--- src/rtl/pc_sequencer_if.sv ---
// Bus between execute-stage redirect logic and the fetch PC sequencer.
// The master drives the redirect request; the slave returns the fetch address and its qualifiers.
interface pc_sequencer_if;
    logic        Stall;
    logic        ExValid;
    logic        Diverge;
    logic [31:0] Target;
    logic [31:0] PC;
    logic [31:0] PCPlus4;
    logic        InstValid;
    logic        Flush;
    logic        Misaligned;
    logic [15:0] RedirectCount;

    modport master (
        output Stall, ExValid, Diverge, Target,
        input  PC, PCPlus4, InstValid, Flush, Misaligned, RedirectCount
    );

    modport slave (
        input  Stall, ExValid, Diverge, Target,
        output PC, PCPlus4, InstValid, Flush, Misaligned, RedirectCount
    );
endinterface

--- src/rtl/pc_sequencer.sv ---
// Fetch-stage PC sequencer: holds the fetch PC and squashes wrong-path fetches after a taken redirect.
// Every output is registered, so no combinational path runs from Diverge to IMem.
module pc_sequencer #(
    parameter logic [31:0] RESET_PC    = 32'h0000_2000,
    parameter int          KILL_CYCLES = 2
) (
    input  logic          clk,
    input  logic          rst_n,
    pc_sequencer_if.slave bus
);
    typedef enum logic [1:0] {START, RUN, FLUSH} state_t;

    localparam logic [1:0] KILL_RELOAD = 2'(KILL_CYCLES - 1);

    state_t      state, state_nxt;
    logic [1:0]  kill_cnt, kill_cnt_nxt;
    logic [31:0] pc_q, pc_nxt;
    logic [31:0] pc_plus4_q;
    logic        inst_valid_q, inst_valid_nxt;
    logic        flush_q, flush_nxt;
    logic        misaligned_q, misaligned_nxt;
    logic [15:0] redir_cnt_q, redir_cnt_nxt;
    logic        redirect;

    // Bit 0 is dropped so JALR targets land on a halfword boundary.
    function automatic logic [31:0] effective_target(input logic [31:0] t);
        return t & 32'hFFFF_FFFE;
    endfunction

    assign redirect = bus.ExValid & bus.Diverge;

    always_comb begin
        state_nxt      = state;
        kill_cnt_nxt   = kill_cnt;
        pc_nxt         = pc_q;
        inst_valid_nxt = inst_valid_q;
        flush_nxt      = flush_q;
        misaligned_nxt = misaligned_q;
        redir_cnt_nxt  = redir_cnt_q;

        // A redirect beats Stall in RUN and restarts the squash window in FLUSH.
        if (state != START && redirect) begin
            pc_nxt         = effective_target(bus.Target);
            state_nxt      = FLUSH;
            kill_cnt_nxt   = KILL_RELOAD;
            flush_nxt      = 1'b1;
            inst_valid_nxt = 1'b0;
            redir_cnt_nxt  = redir_cnt_q + 16'd1;
            misaligned_nxt = misaligned_q | bus.Target[1];
        end else begin
            case (state)
                START: begin
                    if (!bus.Stall) begin
                        pc_nxt         = RESET_PC + 32'd4;
                        inst_valid_nxt = 1'b1;
                        state_nxt      = RUN;
                    end
                end
                RUN: begin
                    if (!bus.Stall) begin
                        pc_nxt         = pc_q + 32'd4;
                        inst_valid_nxt = 1'b1;
                    end
                end
                FLUSH: begin
                    pc_nxt         = pc_q + 32'd4;
                    inst_valid_nxt = 1'b1;
                    if (kill_cnt == 2'd0) begin
                        flush_nxt = 1'b0;
                        state_nxt = RUN;
                    end else begin
                        kill_cnt_nxt = kill_cnt - 2'd1;
                    end
                end
                default: state_nxt = START;
            endcase
        end
    end

    always_ff @(posedge clk or negedge rst_n) begin
        if (!rst_n) begin
            state        <= START;
            kill_cnt     <= 2'd0;
            pc_q         <= RESET_PC;
            pc_plus4_q   <= RESET_PC + 32'd4;
            inst_valid_q <= 1'b0;
            flush_q      <= 1'b0;
            misaligned_q <= 1'b0;
            redir_cnt_q  <= 16'd0;
        end else begin
            state        <= state_nxt;
            kill_cnt     <= kill_cnt_nxt;
            pc_q         <= pc_nxt;
            pc_plus4_q   <= pc_nxt + 32'd4;
            inst_valid_q <= inst_valid_nxt;
            flush_q      <= flush_nxt;
            misaligned_q <= misaligned_nxt;
            redir_cnt_q  <= redir_cnt_nxt;
        end
    end

    assign bus.PC            = pc_q;
    assign bus.PCPlus4       = pc_plus4_q;
    assign bus.InstValid     = inst_valid_q;
    assign bus.Flush         = flush_q;
    assign bus.Misaligned    = misaligned_q;
    assign bus.RedirectCount = redir_cnt_q;
endmodule

--- src/flat_wrapper.sv ---
// flat-port wrapper written by rule: the top's interface ports become plain ports
module pc_sequencer_flat 
#(
    parameter logic [31:0] RESET_PC    = 32'h0000_2000,
    parameter int          KILL_CYCLES = 2
)
  (clk, rst_n, bus_Stall, bus_ExValid, bus_Diverge, bus_Target, bus_PC, bus_PCPlus4, bus_InstValid, bus_Flush, bus_Misaligned, bus_RedirectCount);
  pc_sequencer_if bus_i ();
  input  logic clk;
  input  logic rst_n;
  input wire logic [$bits(bus_i.Stall)-1:0] bus_Stall;
  input wire logic [$bits(bus_i.ExValid)-1:0] bus_ExValid;
  input wire logic [$bits(bus_i.Diverge)-1:0] bus_Diverge;
  input wire logic [$bits(bus_i.Target)-1:0] bus_Target;
  output wire logic [$bits(bus_i.PC)-1:0] bus_PC;
  output wire logic [$bits(bus_i.PCPlus4)-1:0] bus_PCPlus4;
  output wire logic [$bits(bus_i.InstValid)-1:0] bus_InstValid;
  output wire logic [$bits(bus_i.Flush)-1:0] bus_Flush;
  output wire logic [$bits(bus_i.Misaligned)-1:0] bus_Misaligned;
  output wire logic [$bits(bus_i.RedirectCount)-1:0] bus_RedirectCount;
  assign bus_i.Stall = bus_Stall;
  assign bus_i.ExValid = bus_ExValid;
  assign bus_i.Diverge = bus_Diverge;
  assign bus_i.Target = bus_Target;
  assign bus_PC = bus_i.PC;
  assign bus_PCPlus4 = bus_i.PCPlus4;
  assign bus_InstValid = bus_i.InstValid;
  assign bus_Flush = bus_i.Flush;
  assign bus_Misaligned = bus_i.Misaligned;
  assign bus_RedirectCount = bus_i.RedirectCount;
  pc_sequencer #(.RESET_PC(RESET_PC), .KILL_CYCLES(KILL_CYCLES)) u_core (.clk(clk), .rst_n(rst_n), .bus(bus_i));
endmodule
--- config.mk ---
export PLATFORM = sky130hd
export DESIGN_NAME = pc_sequencer_flat
export DESIGN_NICKNAME = d
export VERILOG_FILES = /design/src/rtl/pc_sequencer_if.sv /design/src/rtl/pc_sequencer.sv /design/src/flat_wrapper.sv
export SDC_FILE = /design/constraint.sdc
export NUM_CORES = 1
export LEC_CHECK = 0
export CAP_MARGIN = 20
export CORE_MARGIN = 3
export CORE_UTILIZATION = 46
export CTS_CLUSTER_DIAMETER = 200
export DETAILED_ROUTE_END_ITERATION = 12
export PLACE_DENSITY_LB_ADDON = 0.1
export SYNTH_ARGS = -nofsm -noshare
export SYNTH_HDL_FRONTEND = slang
export SYNTH_SLANG_ARGS = --single-unit
export TNS_END_PERCENT = 100
--- constraint.sdc ---
create_clock -name clk -period 2.7 [get_ports clk]
set_input_delay 0.54 -clock clk [delete_from_list [all_inputs] [get_ports clk]]
set_output_delay 0.54 -clock clk [all_outputs]
set_load 0.03 [all_outputs]
### Word-level counts from Yosys, hierarchy flattened

Cells that the tools add are included.

* register bits: 87
* input port bits: 37
* word-level logic and storage cells: 50

* add/subtract/negate cells: 4
* equal/unequal tests: 7
* muxes and demuxes: 17
* bitwise gates (word level): 2
* reductions and logical operators: 12

Operators by type and width (number)
* 2-to-1 mux 32 bit: 3
* one-hot mux 32 bit (3 select lines): 1
* adder 32 x 3 -> 32 bit, second input constant: 2
* adder 16 x 1 -> 16 bit, second input constant: 1
* 2-to-1 mux 2 bit: 6
* inequality test 3 x 2 -> 1 bit, second input constant: 2
* one-hot mux 2 bit (3 select lines): 1
* AND reduction 2 bit: 3
* nonzero test 2 bit: 3
* 2-to-1 mux 1 bit: 5
* zero test 2 bit: 2
* inequality test 2 x 1 -> 1 bit, second input constant: 2
* inequality test 3 x 1 -> 1 bit, second input constant: 1
* AND reduction 3 bit: 1
* nonzero test 3 bit: 1
* == test 2 x 1 -> 1 bit, second input constant: 1
* == test 2 bit, second input constant: 1
* one-hot mux 1 bit (2 select lines): 1
* OR reduction 2 bit: 1
* subtractor 2 x 1 -> 2 bit, second input constant: 1
* AND 1 bit: 1
* logical AND 1 bit: 1
* OR 1 bit: 1

### Logic depth before layout (Yosys ltp)

Gate-level depths: netlist of run 1.

* depth after elaboration: 5
* gate-level depth with buffers: 12
* gate-level depth less buffers: 10

### Worst setup path after synthesis of run 1

Ideal clock, no wire load.

* kind: reg2reg
* start: register u_core.pc_q[2] (netlist: u_core.bus.PC[2])
* end: register u_core.pc_plus4_q[29] (netlist: u_core.bus.PCPlus4[29])
* setup time: 0.080 ns
* data arrival time: 2.912 ns
* required time: 2.620 ns
* setup slack: -0.292 ns
* cell stages (with the launch flop): 10
* period minus slack after synthesis: 2.992 ns
* cells stage by stage: dfrtp_1 ha_1 nand3_2 or2_1 o41ai_2 o211ai_1 nor4b_4 nand4_4 nor4_2 xnor2_1

* longest elaborated chain between the ends: 5
* elaborated cells on any way between the ends: 6
* those cells by class: add/sub (2); mux (4)

RTL lines
* from (decl): RTL line pc_sequencer.sv:17 `logic [31:0] pc_q, pc_nxt;`
* from (signal assigned): RTL line pc_sequencer.sv:93 `pc_q <= pc_nxt;`
* adder 32 x 3 -> 32 bit: RTL line pc_sequencer.sv:61, pc_sequencer.sv:66
* 2-to-1 mux 32 bit: RTL line pc_sequencer.sv:60 `if (!bus.Stall) begin`
* one-hot mux 32 bit (3 select lines) (*): RTL line pc_sequencer.sv:51 `case (state)`
* 2-to-1 mux 32 bit (*): RTL line pc_sequencer.sv:42 `if (state != START && redirect) begin`
* adder 32 x 3 -> 32 bit (*): RTL line pc_sequencer.sv:94 `pc_plus4_q <= pc_nxt + 32'd4;`
* to (signal assigned): RTL line pc_sequencer.sv:85 `pc_plus4_q <= RESET_PC + 32'd4;`
* to (signal assigned): RTL line pc_sequencer.sv:94
* to (decl): RTL line pc_sequencer.sv:18 `logic [31:0] pc_plus4_q;`

Mark *: on every way between the ends. The rest lies on a longest branch, timed or not.
A chain may end at the register's enable or synchronous reset.

### Final worst setup path of run 1

* start: register u_core.state[0]
* end: register u_core.pc_plus4_q[31] (netlist: u_core.bus.PCPlus4[31])

* longest elaborated chain between the ends: 4
* elaborated cells on any way between the ends: 8
* those cells by class: add/sub (1); eq/ne (2); mux (2); reduce/logical (3)

RTL lines
* from (decl): RTL line pc_sequencer.sv:15 `state_t state, state_nxt;`
* from (signal assigned): RTL line pc_sequencer.sv:91 `state <= state_nxt;`
* == test 2 bit (tied with other cells): RTL line pc_sequencer.sv:51
* one-hot mux 32 bit (3 select lines) or logical AND 1 bit (tied branches): RTL line pc_sequencer.sv:51, pc_sequencer.sv:42
* 2-to-1 mux 32 bit (*): RTL line pc_sequencer.sv:42
* adder 32 x 3 -> 32 bit (*): RTL line pc_sequencer.sv:94

Marks and branches as above.

==> run summary, run 1 <==
Run status: complete, but fails checks
Failing checks: setup timing
Fraction of layout instances using a drive strength above 1: 0.337
Nets: 827
Leakage: 3.65 nW
DP Worst Slack: -0.675 ns
Crit path launch type: flop
Register bit count reported by yosys: 85
YS warnings: 0
Max-Cap Viols: 0
Final worst-path cycle share: 1.02
Switching power: 0.00382 W
Setup violations, final: 1
Worst EP required: 3.00 ns
Hold Crit Class: primary input to asynchronous set/reset pin
Hold buffers post-CTS: 0
Maximum VDD drop: 0.721 mV
Critical path arrival: 3.05 ns
Seq/Total Area, Yosys: 0.415
Mapped Cells: 532
RSZ-0062 raised after global routing: yes
Worst slew margin: 0.616
Setup CP Type: flop to flop
Setup TNS: -0.0451 ns
Vias in the first global route: 5331
Total congestion overflow: 0
Final Slew Violations: 0
CP endpoint kind: flop
GP Congestion: 0.941
Root buf cell: clkbuf_8
Worst Path Max Fanout: 8
Most frequent cells after synthesis: dfrtp_1 (82), nand2_1 (40), nor2_1 (34)
Routed Antenna Nets: 0
Minimum clock period: 2.75 ns
DP HPWL: 12800 um
Initial antenna violation count: 0
Die Wd: 112 um
Synth Area in Simple Gates: 0.249
Wire length per cell: 19.7 um
First-pass GRT wire length: 28300 um
Vias after detailed routing: 5453
Finished Layout Cells: 926
Final total power: 0.00867 W
Core area: 10600 um^2
CTS tree: done
Drt first pass iters: 5
Multi-input logic area: 3130 um^2
Synth top area share: 0.400
Mapped Avg Cell Area: 9.65 um^2
Netlist cell types: 81
Layout area overhead: 60.0%
Initial Util: 0.484
Max clock buf depth: 2
Post-synthesis adder-cell area fraction: 0.0122
DRT iter0 DRCs: 455
Syn_nets: 574
Synth Area in XOR/XNOR: 0.0768
Hold WS: 0.154 ns
Prevailing post-synth register cell: dfrtp_1
Site Rows: 37
Vias per Instance: 5.89
Clk network pwr share: 0.121
Net Sw Frac: 0.440
Clk_lat worst skew: 0.37 ns
Gate power share: 0.628
Synth area leader: dfrtp_1
Drt drc: 0
Largest net degree at the start of global routing: 44
I/O Pins: 120
Cells after DPL: 882
Mux share of post-synthesis cell area: 0.0178
F_max: 0.364 GHz
# fillers: 717
Async SR Flop Fraction: 1.00
Internal: 0.00485 W
Final Skew: 0.00746 ns
Worst-Margin Slew: 0.575 ns
Final wirelength: 18300 um
Worst-path clk slew: 0.09 ns
Main combinational cell family by area after synthesis: simple AND/OR/NAND/NOR gates
Mapped Area: 5130 um^2
Storage element area: 2150 um^2
H-tree levels: 3
Worst reg-to-reg setup slack: -0.05 ns
Compound-Gate Fraction of Synth Area: 0.180
Clk sinks: 85
Reg power frac: 0.251
Die footprint: 12500 um^2
Most common cell in the synthesized netlist: dfrtp_1
Port bufs: 118
Post-synth EDFFs: 0
GRT Overall Usage: 0.280
Antenna fix cells: 0
PD cells: 1060 nW/um^2
TritonCTS buffer count: 9
Hold Fails Final Rpt: 0
Synth top area cells: dfrtp_1 (40%), xnor2_1 (5.5%), nand2_1 (2.9%), nand3_1 (2.7%), nor2_1 (2.5%)
Final setup margin: -0.0451 ns
Die Y: 112 um
[worst max-delay path, cell delays in order (launching register included)]
cell and delay [ns]:
dfrtp_2 0.46, buf_12 0.16, o211ai_4 0.25, buf_4 0.16, o21ai_0 0.10, a41oi_2 0.21, o21ai_2 0.12, buf_4 0.15
and4bb_2 0.37, nand3_2 0.12, buf_12 0.19, nor4_4 0.22, xor2_1 0.16
[power groups by stage]
stage	combinational, W	clock (W)	sequential [W]
after floorplan	0.00181	0	0.00289
after global placement	0.00471	0	0.00218
after detailed placement	0.00478	0	0.00219
after CTS	0.00500	0.00107	0.00215
after global routing	0.00576	0.00112	0.00224
final	0.00544	0.00105	0.00218
[metal layers]
metal / wire length (um) / GRT usage / vias up / share of wire
met1: 8090 / 0.391 / 2709 / 0.44
met3: 1090 / 0.0446 / 33 / 0.059
met2: 8660 / 0.442 / 227 / 0.47
li1: - / - / 2484 / -
met4: 431 / 0.105 / 0 / 0.024
met5: 0 / 0 / - / 0
[path summary, 6_finish.rpt]
kind,cells past startpoint,start,to
worst max-delay path,12,u_core.state[0],u_core.bus.PCPlus4[31]
worst min-delay path,1,rst_n,u_core.bus.PCPlus4[5]
worst max register to register,12,u_core.state[0],u_core.bus.PCPlus4[31]
worst min register to register,1,u_core.bus.Misaligned,u_core.bus.Misaligned
max in group asynchronous,2,rst_n,u_core.state[1]
min in group clk,1,u_core.bus.Misaligned,u_core.bus.Misaligned
[sequential cells by signal, summed over array words and instances, names as in the netlist]
register	flops
u_core.bus.PC	32
u_core.bus.Misaligned	1
u_core.state	2
u_core.bus.PCPlus4	30
u_core.kill_cnt	2
u_core.bus.InstValid	1
u_core.bus.Flush	1
u_core.bus.RedirectCount	16
[cells by family after synthesis]
logic type / count (synthesis)
adders and majority gates: 5
and+or+nand+nor: 211
muxes: 9
buffers and inverters: 52
AOI/OAI and AO/OA: 125
xor gates and xnor gates: 45
DFF: 85
[repair_timing]
| item | CTS | global route |
|---|---|---|
| endpoints found under the setup margin | 22 | 19 |
| gates resized for setup | 26 | 61 |
| buffers inserted | 10 | 15 |
| gates cloned | 1 | 3 |
| pin swaps | 10 | 16 |
[cell type report]
class,instances,share of cell area
inverter,23,0.0105
multi-input combinational,396,0.381
clock buffer,11,0.0184
sequential,85,0.261
tap,136,0.0207
clock inverter,5,0.0101
timing repair buffer,270,0.298
[placed cells by master, fill, tap and decap left out, types with 8 or more instances in the layout]
cell and instances:
o21ai_0 17, dfrtp_1 69, buf_4 140, nand4_1 15
nor2b_1 8, a21oi_1 23, nand2_1 40, mux2i_1 8
xnor2_1 30, clkbuf_8 11, and4_1 8, nor2_1 27
nand3_1 25, inv_1 23, xor2_1 13, and3_1 12
clkdlybuf4s50_1 114, dfrtp_2 13
[metrics by stage]
step           instance area [um^2]  utilization
4_1_cts                        7760        0.732
2_1_floorplan                  5200            -
3_3_place_gp                   7340        0.692
5_1_grt                        8220        0.775
6_report                       8220        0.775
3_5_place_dp                   7340        0.692
Note: power is estimated with default switching activity, not from simulation.
==> inputs of run 2 (changes only) <==
--- a/config.mk
+++ b/config.mk
@@ -11,6 +11,7 @@
 export CTS_CLUSTER_DIAMETER = 200
 export DETAILED_ROUTE_END_ITERATION = 12
 export PLACE_DENSITY_LB_ADDON = 0.1
+export SKIP_CTS_REPAIR_TIMING = 1
 export SYNTH_ARGS = -nofsm -noshare
 export SYNTH_HDL_FRONTEND = slang
 export SYNTH_SLANG_ARGS = --single-unit
==> run summary, run 2 (synthesis results as in run 1) <==
Minimum clock period: 2.81 ns (+0.0602 ns)
F_max: 0.356 GHz (-2.1%)
Max-Cap Viols: 0 (unchanged)
Die Y: 112 um (unchanged)
I/O Pins: 120 (unchanged)
Total congestion overflow: 0 (unchanged)
Port bufs: 118 (unchanged)
Core area: 10600 um^2 (unchanged)
H-tree levels: 3 (unchanged)
Cells after DPL: 882 (unchanged)
Maximum VDD drop: 0.703 mV (-2.5%)
Setup violations, final: 13 (+12)
Worst Path Max Fanout: 8 (unchanged)
Critical path arrival: 3.11 ns (+0.06 ns)
Hold Crit Class: primary input to asynchronous set/reset pin
Die Wd: 112 um (unchanged)
DP HPWL: 12800 um (unchanged)
Final setup margin: -0.105 ns (-0.0602 ns)
Clk_lat worst skew: 0.38 ns (about the same)
Drt first pass iters: 5 (unchanged)
Final Skew: 0.00947 ns (+0.00201 ns)
Most common cell after layout, fill and taps aside: buf_4
Vias in the first global route: 5239 (-1.7%)
Clk sinks: 85 (unchanged)
Most frequent cells in the layout: buf_4 (133), clkdlybuf4s50_1 (114), dfrtp_1 (70), nand2_1 (40), xnor2_1 (31)
Reg2reg path depth: 12 (unchanged)
PD cells: 1060 nW/um^2 (+0.86%)
TritonCTS buffer count: 9 (unchanged)
CP max stage cell: dfrtp_2
Failing checks: setup timing
Finished Layout Cells: 913 (-1.4%)
Dpl cell area: 7340 um^2 (unchanged)
Vias after detailed routing: 5341 (-2.1%)
Initial Util: 0.484 (unchanged)
Worst reg-to-reg setup slack: -0.11 ns (-0.06 ns)
CP cell instances: buf_4 > nand2b_1 > o22ai_1 > a221oi_2 > buf_4 > buf_4 > o211a_1 > and4bb_2 > nand3_1 > buf_4 > nor4_4 > xor2_1
Final worst-path cycle share: 1.04 (+0.0223)
Fraction of layout instances using a drive strength above 1: 0.315 (-0.0214)
Worst slew margin: 0.625 (+0.00888)
Crit path launch type: flop
Routed Antenna Nets: 0 (unchanged)
Worst EP required: 3.00 ns (about the same)
Hold Fails Final Rpt: 0 (unchanged)
Antenna fix cells: 0 (unchanged)
Drt drc: 0 (unchanged)
Final Slew Violations: 0 (unchanged)
Max clock buf depth: 2 (unchanged)
RSZ-0062 raised after global routing: yes
CP endpoint kind: flop
GP Congestion: 0.941 (unchanged)
Leakage: 3.51 nW (-3.6%)
Wire length per cell: 19.5 um (-1.0%)
Number of flip-flops in the largest register: 32 (unchanged)
# fillers: 768 (+7.1%)
Worst-path clk slew: 0.09 ns (about the same)
CTS tree: done
Run status: complete, but fails checks
GRT Overall Usage: 0.274 (-0.00596)
Die footprint: 12500 um^2 (unchanged)
Nets: 814 (-1.6%)
Setup CP Type: flop to flop
Site Rows: 37 (unchanged)
Largest net degree at the start of global routing: 44 (unchanged)
DRT iter0 DRCs: 513 (+13%)
Layout area overhead: 55.3%
Top cell by count, worst path: buf_4
Root buf cell: clkbuf_8
Vias per Instance: 5.85 (-0.66%)
Initial antenna violation count: 0 (unchanged)
Final wirelength: 17800 um (-2.4%)
Final instance area: 7980 um^2 (-2.9%)
Worst-Margin Slew: 0.562 ns (-0.0133 ns)
First-pass GRT wire length: 27800 um (-1.9%)
Critical Path Max Stage Delay: 0.46 ns (about the same)
## run 2: routing by layer
metal	global-route usage	part of all wire	vias up
li1	-	-	2462
met1	0.384	0.44	2612
met2	0.434	0.48	242
met3	0.0462	0.066	25
met4	0.0900	0.018	0
met5	0	0	-
## run 2: report_power, final
part	internal, W	switching (W)	leakage (nW)
sequential	0.00173	0.000455	1.08
clock	0.000571	0.000480	0.108
combinational	0.00245	0.00280	2.32
## run 2: cell type report
class,count,area (um^2),share of cell area
inverters,23,86.3,0.0108
clock buffers,11,151,0.0190
well taps,136,170,0.0213
clock inverters,5,82.6,0.0104
multi-input cells,396,3030,0.380
flip-flops and latches,85,2150,0.269
repair buffers,257,2310,0.289
## run 2: per-stage QoR
step	setup WS [ns]	total power (W)	hold WS, ns	util	TNS [ns]
floorplan	-0.0685	0.00470	0.244	-	-0.388
global placement	-0.596	0.00689	0.449	0.692	-13.99
detailed placement	-0.675	0.00697	0.459	0.692	-14.55
CTS	-0.285	0.00806	0.163	0.715	-4.02
global route	-0.219	0.00894	0.195	0.752	-2.44
finish	-0.105	0.00849	0.154	0.752	-0.519
## run 2: worst paths after layout
check | startpoint | to
min in group clk | u_core.bus.Misaligned | u_core.bus.Misaligned
min | rst_n | u_core.bus.PCPlus4[5]
max in group asynchronous | rst_n | u_core.state[1]
min reg2reg | u_core.bus.Misaligned | u_core.bus.Misaligned
max reg2reg | u_core.state[1] | u_core.bus.PCPlus4[31]
max | u_core.state[1] | u_core.bus.PCPlus4[31]
## run 2: worst max-delay path: cells and delay by family (launching register included)
kind            cells  cell delay, ns
compound gates      3            0.64
flops               1            0.46
buf+inv             4            0.68
simple gates        4            0.79
xor+xnor            1            0.16
